<file path="src/rtl/sim_ctrl.sv">
// sim_ctrl: simulation-control peripheral on the CPU data bus.
// Classifies the result code, drains console bytes, then holds halt.
module sim_ctrl #(
    parameter int          TIMEOUT      = 10000,
    parameter int          DRAIN_CYCLES = 2,
    parameter int          FIFO_DEPTH   = 8,
    parameter logic [31:0] PASS_CODE    = 32'h55,
    parameter logic [31:0] FAIL_CODE    = 32'haa
) (
    input  logic        clk,
    input  logic        rst,
    input  logic        we,
    input  logic [1:0]  addr,
    input  logic [31:0] wdata,
    output logic [31:0] rdata,
    output logic        halt,
    output logic [2:0]  status,
    output logic        console_valid,
    output logic [7:0]  console_data,
    input  logic        console_ready,
    output logic        overflow
);

    localparam int AW = $clog2(FIFO_DEPTH);
    // The entry edge counts as the first cycle spent draining.
    localparam int DRAIN_LAST = (DRAIN_CYCLES > 1) ? DRAIN_CYCLES - 1 : 0;

    localparam logic [2:0] ST_RUN     = 3'd0;
    localparam logic [2:0] ST_PASS    = 3'd1;
    localparam logic [2:0] ST_FAIL    = 3'd2;
    localparam logic [2:0] ST_ERROR   = 3'd3;
    localparam logic [2:0] ST_TIMEOUT = 3'd4;

    typedef enum logic [1:0] {
        S_RUN,
        S_DRAIN,
        S_HALTED
    } state_t;

    state_t      r_state;
    state_t      w_next;

    logic [31:0] r_cycle;
    logic [31:0] r_result;
    logic [2:0]  r_status;
    logic        r_halt;
    logic        r_overflow;
    logic [15:0] r_drain_cnt;
    logic [7:0]  r_mem [FIFO_DEPTH];
    logic [AW:0] r_wptr;
    logic [AW:0] r_rptr;

    logic        w_active;
    logic        w_res_wr;
    logic        w_con_wr;
    logic [AW:0] w_count;
    logic        w_empty;
    logic        w_full;
    logic        w_pop;
    logic        w_push;
    logic        w_drop;
    logic        w_timeout;
    logic [15:0] w_drain_inc;
    logic        w_drain_ok;
    logic [2:0]  w_class;
    logic [4:0]  w_occ;

    assign w_active    = (r_state != S_HALTED);
    assign w_res_wr    = we && (addr == 2'd0);
    assign w_con_wr    = we && (addr == 2'd1) && w_active;
    assign w_count     = r_wptr - r_rptr;
    assign w_empty     = (w_count == '0);
    assign w_full      = (w_count == (AW+1)'(FIFO_DEPTH));
    assign w_pop       = !w_empty && console_ready;
    // A pop in the same cycle frees the slot a full FIFO needs.
    assign w_push      = w_con_wr && (!w_full || w_pop);
    assign w_drop      = w_con_wr && w_full && !w_pop;
    assign w_timeout   = (r_cycle == 32'(TIMEOUT - 1));
    assign w_drain_inc = (r_drain_cnt == '1) ? r_drain_cnt : r_drain_cnt + 16'd1;
    assign w_drain_ok  = ({16'b0, w_drain_inc} >= 32'(DRAIN_LAST));
    assign w_occ       = 5'(w_count);

    // Classify the written result word.
    always_comb begin
        w_class = ST_ERROR;
        if (wdata == PASS_CODE) begin
            w_class = ST_PASS;
        end else if (wdata == FAIL_CODE) begin
            w_class = ST_FAIL;
        end
    end

    // State register.
    always_ff @(posedge clk or posedge rst) begin
        if (rst) begin
            r_state <= S_RUN;
        end else begin
            r_state <= w_next;
        end
    end

    // Next-state logic: a result write beats a coincident timeout.
    always_comb begin
        w_next = r_state;
        unique case (r_state)
            S_RUN: begin
                if (w_res_wr || w_timeout) begin
                    w_next = S_DRAIN;
                end
            end
            S_DRAIN: begin
                if (w_drain_ok && w_empty && !w_con_wr && !w_pop) begin
                    w_next = S_HALTED;
                end
            end
            S_HALTED: w_next = S_HALTED;
            default:  w_next = S_RUN;
        endcase
    end

    // Latch status and result word only while running.
    always_ff @(posedge clk or posedge rst) begin
        if (rst) begin
            r_status <= ST_RUN;
            r_result <= '0;
        end else if (r_state == S_RUN) begin
            if (w_res_wr) begin
                r_status <= w_class;
                r_result <= wdata;
            end else if (w_timeout) begin
                r_status <= ST_TIMEOUT;
            end
        end
    end

    // Registered halt, raised on entry to HALTED.
    always_ff @(posedge clk or posedge rst) begin
        if (rst) begin
            r_halt <= 1'b0;
        end else begin
            r_halt <= (w_next == S_HALTED);
        end
    end

    // Free-running cycle counter, frozen once halted.
    always_ff @(posedge clk or posedge rst) begin
        if (rst) begin
            r_cycle <= '0;
        end else if (w_active) begin
            r_cycle <= r_cycle + 32'd1;
        end
    end

    // Saturating count of cycles spent in DRAIN.
    always_ff @(posedge clk or posedge rst) begin
        if (rst) begin
            r_drain_cnt <= '0;
        end else if (r_state == S_DRAIN) begin
            r_drain_cnt <= w_drain_inc;
        end else begin
            r_drain_cnt <= '0;
        end
    end

    // Console storage; contents need no reset.
    always_ff @(posedge clk) begin
        if (w_push) begin
            r_mem[r_wptr[AW-1:0]] <= wdata[7:0];
        end
    end

    // FIFO pointers and sticky overflow flag.
    always_ff @(posedge clk or posedge rst) begin
        if (rst) begin
            r_wptr     <= '0;
            r_rptr     <= '0;
            r_overflow <= 1'b0;
        end else begin
            if (w_push) begin
                r_wptr <= r_wptr + 1'b1;
            end
            if (w_pop) begin
                r_rptr <= r_rptr + 1'b1;
            end
            if (w_drop) begin
                r_overflow <= 1'b1;
            end
        end
    end

    // Combinational register read mux.
    always_comb begin
        rdata = '0;
        unique case (addr)
            2'd0: rdata = r_result;
            2'd1: rdata = {23'b0, r_overflow, 3'b0, w_occ};
            2'd2: rdata = r_cycle;
            2'd3: rdata = {28'b0, r_halt, r_status};
            default: rdata = '0;
        endcase
    end

    assign halt          = r_halt;
    assign status        = r_status;
    assign overflow      = r_overflow;
    assign console_valid = !w_empty;
    assign console_data  = r_mem[r_rptr[AW-1:0]];

endmodule

</file>
<file path="config.mk">
export PLATFORM = sky130hd
export DESIGN_NAME = sim_ctrl
export DESIGN_NICKNAME = d
export VERILOG_FILES = /design/src/rtl/sim_ctrl.sv
export SDC_FILE = /design/constraint.sdc
export NUM_CORES = 1
export LEC_CHECK = 0
export ABC_CLOCK_PERIOD_IN_PS = 3500
export BUFFER_PORTS_ARGS = -buffer_cell sky130_fd_sc_hd__buf_2
export CORE_UTILIZATION = 53
export CTS_CLUSTER_DIAMETER = 80
export DETAILED_ROUTE_END_ITERATION = 10
export PLACE_DENSITY = 0.86
export SLEW_MARGIN = 20
export SYNTH_ARGS = -nofsm -noshare
export SYNTH_HDL_FRONTEND = slang
export SYNTH_SLANG_ARGS = --single-unit
</file>
<file path="constraint.sdc">
create_clock -name clk -period 3.5 [get_ports clk]
set_input_delay 0.175 -clock clk [delete_from_list [all_inputs] [get_ports clk]]
set_output_delay 0.175 -clock clk [all_outputs]
set_load 0.05 [all_outputs]
</file>
==> metrics list <==
* Highest routing layer actually used: met4
- Fraction of synthesis flops using an asynchronous set or reset pin: 59.7%
- The clock passes through at most 2 buffers.
* Path type of the worst min-delay path: primary input to flop
- Final design area excluding fillers: 9010 µm²
- Combined area of all synthesized cells: ~7600 µm²
* Total core area: 13900 µm²
- The count of nets left with antenna violations once routing finished came out at 0.
- The share of the Yosys chip area taken by registers is 56.6%.
- The wire-length estimate of the detail-placed layout is 11600 µm.
- 84 I/O pins were placed.
* Run status: finished, final reports clean
- The first global-routing pass estimated 29200 µm of wire.
- Final Power: approximately 3.8 mW
* Number of enable flip-flop cells after synthesis: 64
- Number of storage elements in the synthesis netlist: 159
- Cells along the critical path: clkinv_1, ha_1, xor2_1, or3_1, nor2_1, nand3_1, nand2_1, nor3_2
* DRC marker count from the first detailed-route iteration: 451
- Clock Skews: 0.0135 ns
* Clock period minus worst slack: 3.17 ns
* Detailed-routing wirelength on met1: 7260 µm
* Transition time at the pin with the least slew margin: 0.811 ns
- DRC violations left: 0
- For this design, the slowest cell found on the critical path is nor3_2.
- In the final layout, the share of cells above drive strength 1 is 21.0%.
- Once layout is complete, the utilization of the core stands at 64.7%.
* Initial core utilization: 54.5%
* Leakage power total: 3.94 nW
- Overflow left after global routing: 0
- Detailed routing placed a total of between 9000 and 10000 µm of wire on met2.
- Number of antenna violations at the first check in global routing: 0
- Summed over all nets, wire length on met3 after detailed routing comes to 1100 µm.
* Post-route fraction of the period consumed by the critical path: between 90% and 100%
- Number of placement rows: 43
- Vias in the first global route: between 5k and 6k
- Per-instance average area after synthesis: 11.4 µm²
- The die covers 14800 µm².
- Max H-tree Level: 4
- Measured along the x axis, the die boundary spans 122 µm.
- Maximum number of pins on one net before global-route repair: 65
- After clock tree synthesis, the clock-pin slew on the worst setup and hold paths is 0.06 ns.
- In this run the most critical hold path is launched from console_ready.
- In this run the power density over the cells is 427 nW/µm².
* Yosys top cell area share: a little under a third
- Maximum vdd ir drop: 327 µV
* Maximum fanout encountered on the critical timing path: 11
* Wire per inst: 19.1 µm
- CTS Buf Count: 17
- Net count of the mapped netlist: 711
- The worst register-to-register path begins at r_rptr[2].
- Of all cell types, the one taking the most synthesized area is dfrtp_1.
* Summed negative setup slack over all endpoints: 0 ns
- Headroom to the max-slew limit came out at between 40% and 50%.
- The pre-antenna-repair detailed-routing pass consisted of 5 iterations.
* Critical path launch point type: flop
- STA puts the critical path data arrival time at 3.23 ns.
- The routed layout has 5634 vias.
- Worst Setup SP: r_rptr[2]
- Total count of max-transition violations in the final report: 0
- Top cell types by occurrence after synthesis: nand2_1, dfrtp_1, edfxtp_1
- TritonCTS built the clock tree.
* Cell area after placement: about 8200 µm²
* Master cell of the clock root buffer: clkbuf_16
* Top achievable clock speed: 315 MHz
- The net count of the finished layout is 818.
- By instance count, the leading cell after synthesis is nand2_1.
- Final count of hold timing violations: 0
- After detailed routing, the number of vias per cell comes to 5.84.
- Global routing used 26.8% of the available tracks across all layers.
- At the later pin of the worst-skew pair, clock insertion delay measures 0.43 ns.
- The critical path is of the flop to flop type.
- Max-cap check violation count: 0
- Setup repair after global routing left no endpoint under its margin.
- Area added between synthesis and finish: 18.6%
* Clock sinks: between 150 and 200
* Cells taking the most area after synthesis: dfrtp_1, edfxtp_1, nand2_1
* Kind of end point of the critical path: flop
- At the worst endpoint, the required time is 3.55 ns.
* Setup violators final: 0
- For this run, the leading register cell type out of synthesis is dfrtp_1.
- Number of setup buffers added after CTS: 0
- Number of antenna diodes: 0
* Max stage delay on crit path: approximately 0.65 ns
- Routability-driven placement finished with a final weighted congestion of 0.838.
* Die Span Y: around 120 µm
* Sum of routed wire length over all layers: around 18000 µm
- The Yosys step of the flow raised 0 warnings.
* Cells after synthesis: 665
* Cell variety after synth: 60
- Port Buffer Count: 83
- Worst hold margin: 0.0840 ns
==> placed cells by master, fill, tap and decap left out, types with 5 or more instances in the layout <==
master	instances
nand4_1	12
dlygate4sd3_1	25
inv_1	14
mux4_2	20
clkbuf_1	5
nor3_2	8
nor4_1	15
mux2i_1	32
buf_4	9
nand3_1	22
nand2b_1	6
xnor2_1	39
clkbuf_16	17
nor3_1	9
edfxtp_1	64
nand2_1	153
xor2_1	12
ha_1	7
dfrtp_1	95
nor2_1	54
buf_2	83
and3_1	8
==> state kept, by name (all words and copies together) (netlist names) <==
signal,cells
r_result,32
overflow,1
r_rptr,4
r_drain_cnt,16
status,3
halt,1
r_state,2
r_mem,64
r_wptr,4
r_cycle,32
==> final timing paths <==
kind	to	slack [ns]	cells past startpoint
worst max register to register	r_mem[1][7]	0.33	8
worst min-delay path	r_rptr[3]	0.08	3
worst max-delay path	r_mem[1][7]	0.33	8
worst min register to register	r_result[26]	0.47	2
max in group asynchronous	r_result[15]	2.30	4
min in group asynchronous	r_result[29]	0.45	3
==> area by class of cell <==
type | count | area [µm²]
Sequential cell | 159 | 4300
Timing Repair Buffer | 117 | 733
Tap cell | 180 | 225
Clock inverter | 10 | 113
Clock buffer | 22 | 444
Multi-Input combinational cell | 461 | 3130
Inverter | 16 | 62.6
Fill cell | 985 | 4920
==> power by group <==
part	switching [mW]	internal [mW]
Combinational	0.0841	0.0502
Sequential	0	1.94
Clock	0.724	1.05
==> per-layer routing <==
| metal | up-vias | GRT usage (%) |
|---|---|---|
| li1 | 2563 | - |
| met1 | 2751 | 33.2 |
| met2 | 256 | 44.2 |
| met3 | 64 | 6.13 |
| met4 | 0 | 13.4 |
| met5 | - | 0 |
==> metrics by stage <==
step | worst slack (ns) | instances
floorplan | 0.0692 | 665
global placement | 0.295 | 908
detailed placement | 0.0601 | 908
CTS | 0.0206 | 965
global route | 0.0544 | 965
finish | 0.328 | 965
==> worst max-delay path, delay by kind of cell, from the launching register on <==
| family | cells | cell delay (ns) |
|---|---|---|
| AND/OR/NAND/NOR | 5 | 1.36 |
| flip-flops | 1 | 0.54 |
| adder cells (fa/ha/maj) | 1 | 0.39 |
| buffers and inverters | 1 | 0.32 |
| XOR/XNOR | 1 | 0.19 |
==> timing repair <==
item | CTS | global route
hold buffers | 25 | 0
hold endpoints to repair | 86 | 0
setup endpoints to repair | 0 | 8
gates resized for setup | 0 | 1
==> kinds of logic after synthesis <==
family | synth area share [%]
xor gates and xnor gates | 5.88
AOI/OAI and AO/OA | 2.96
adders and majority gates | 1.42
DFF | 56.6
and+or+nand+nor | 20.3
buffers and inverters | 2.47
muxes | 10.4
Power figures use the tool's default switching activity.
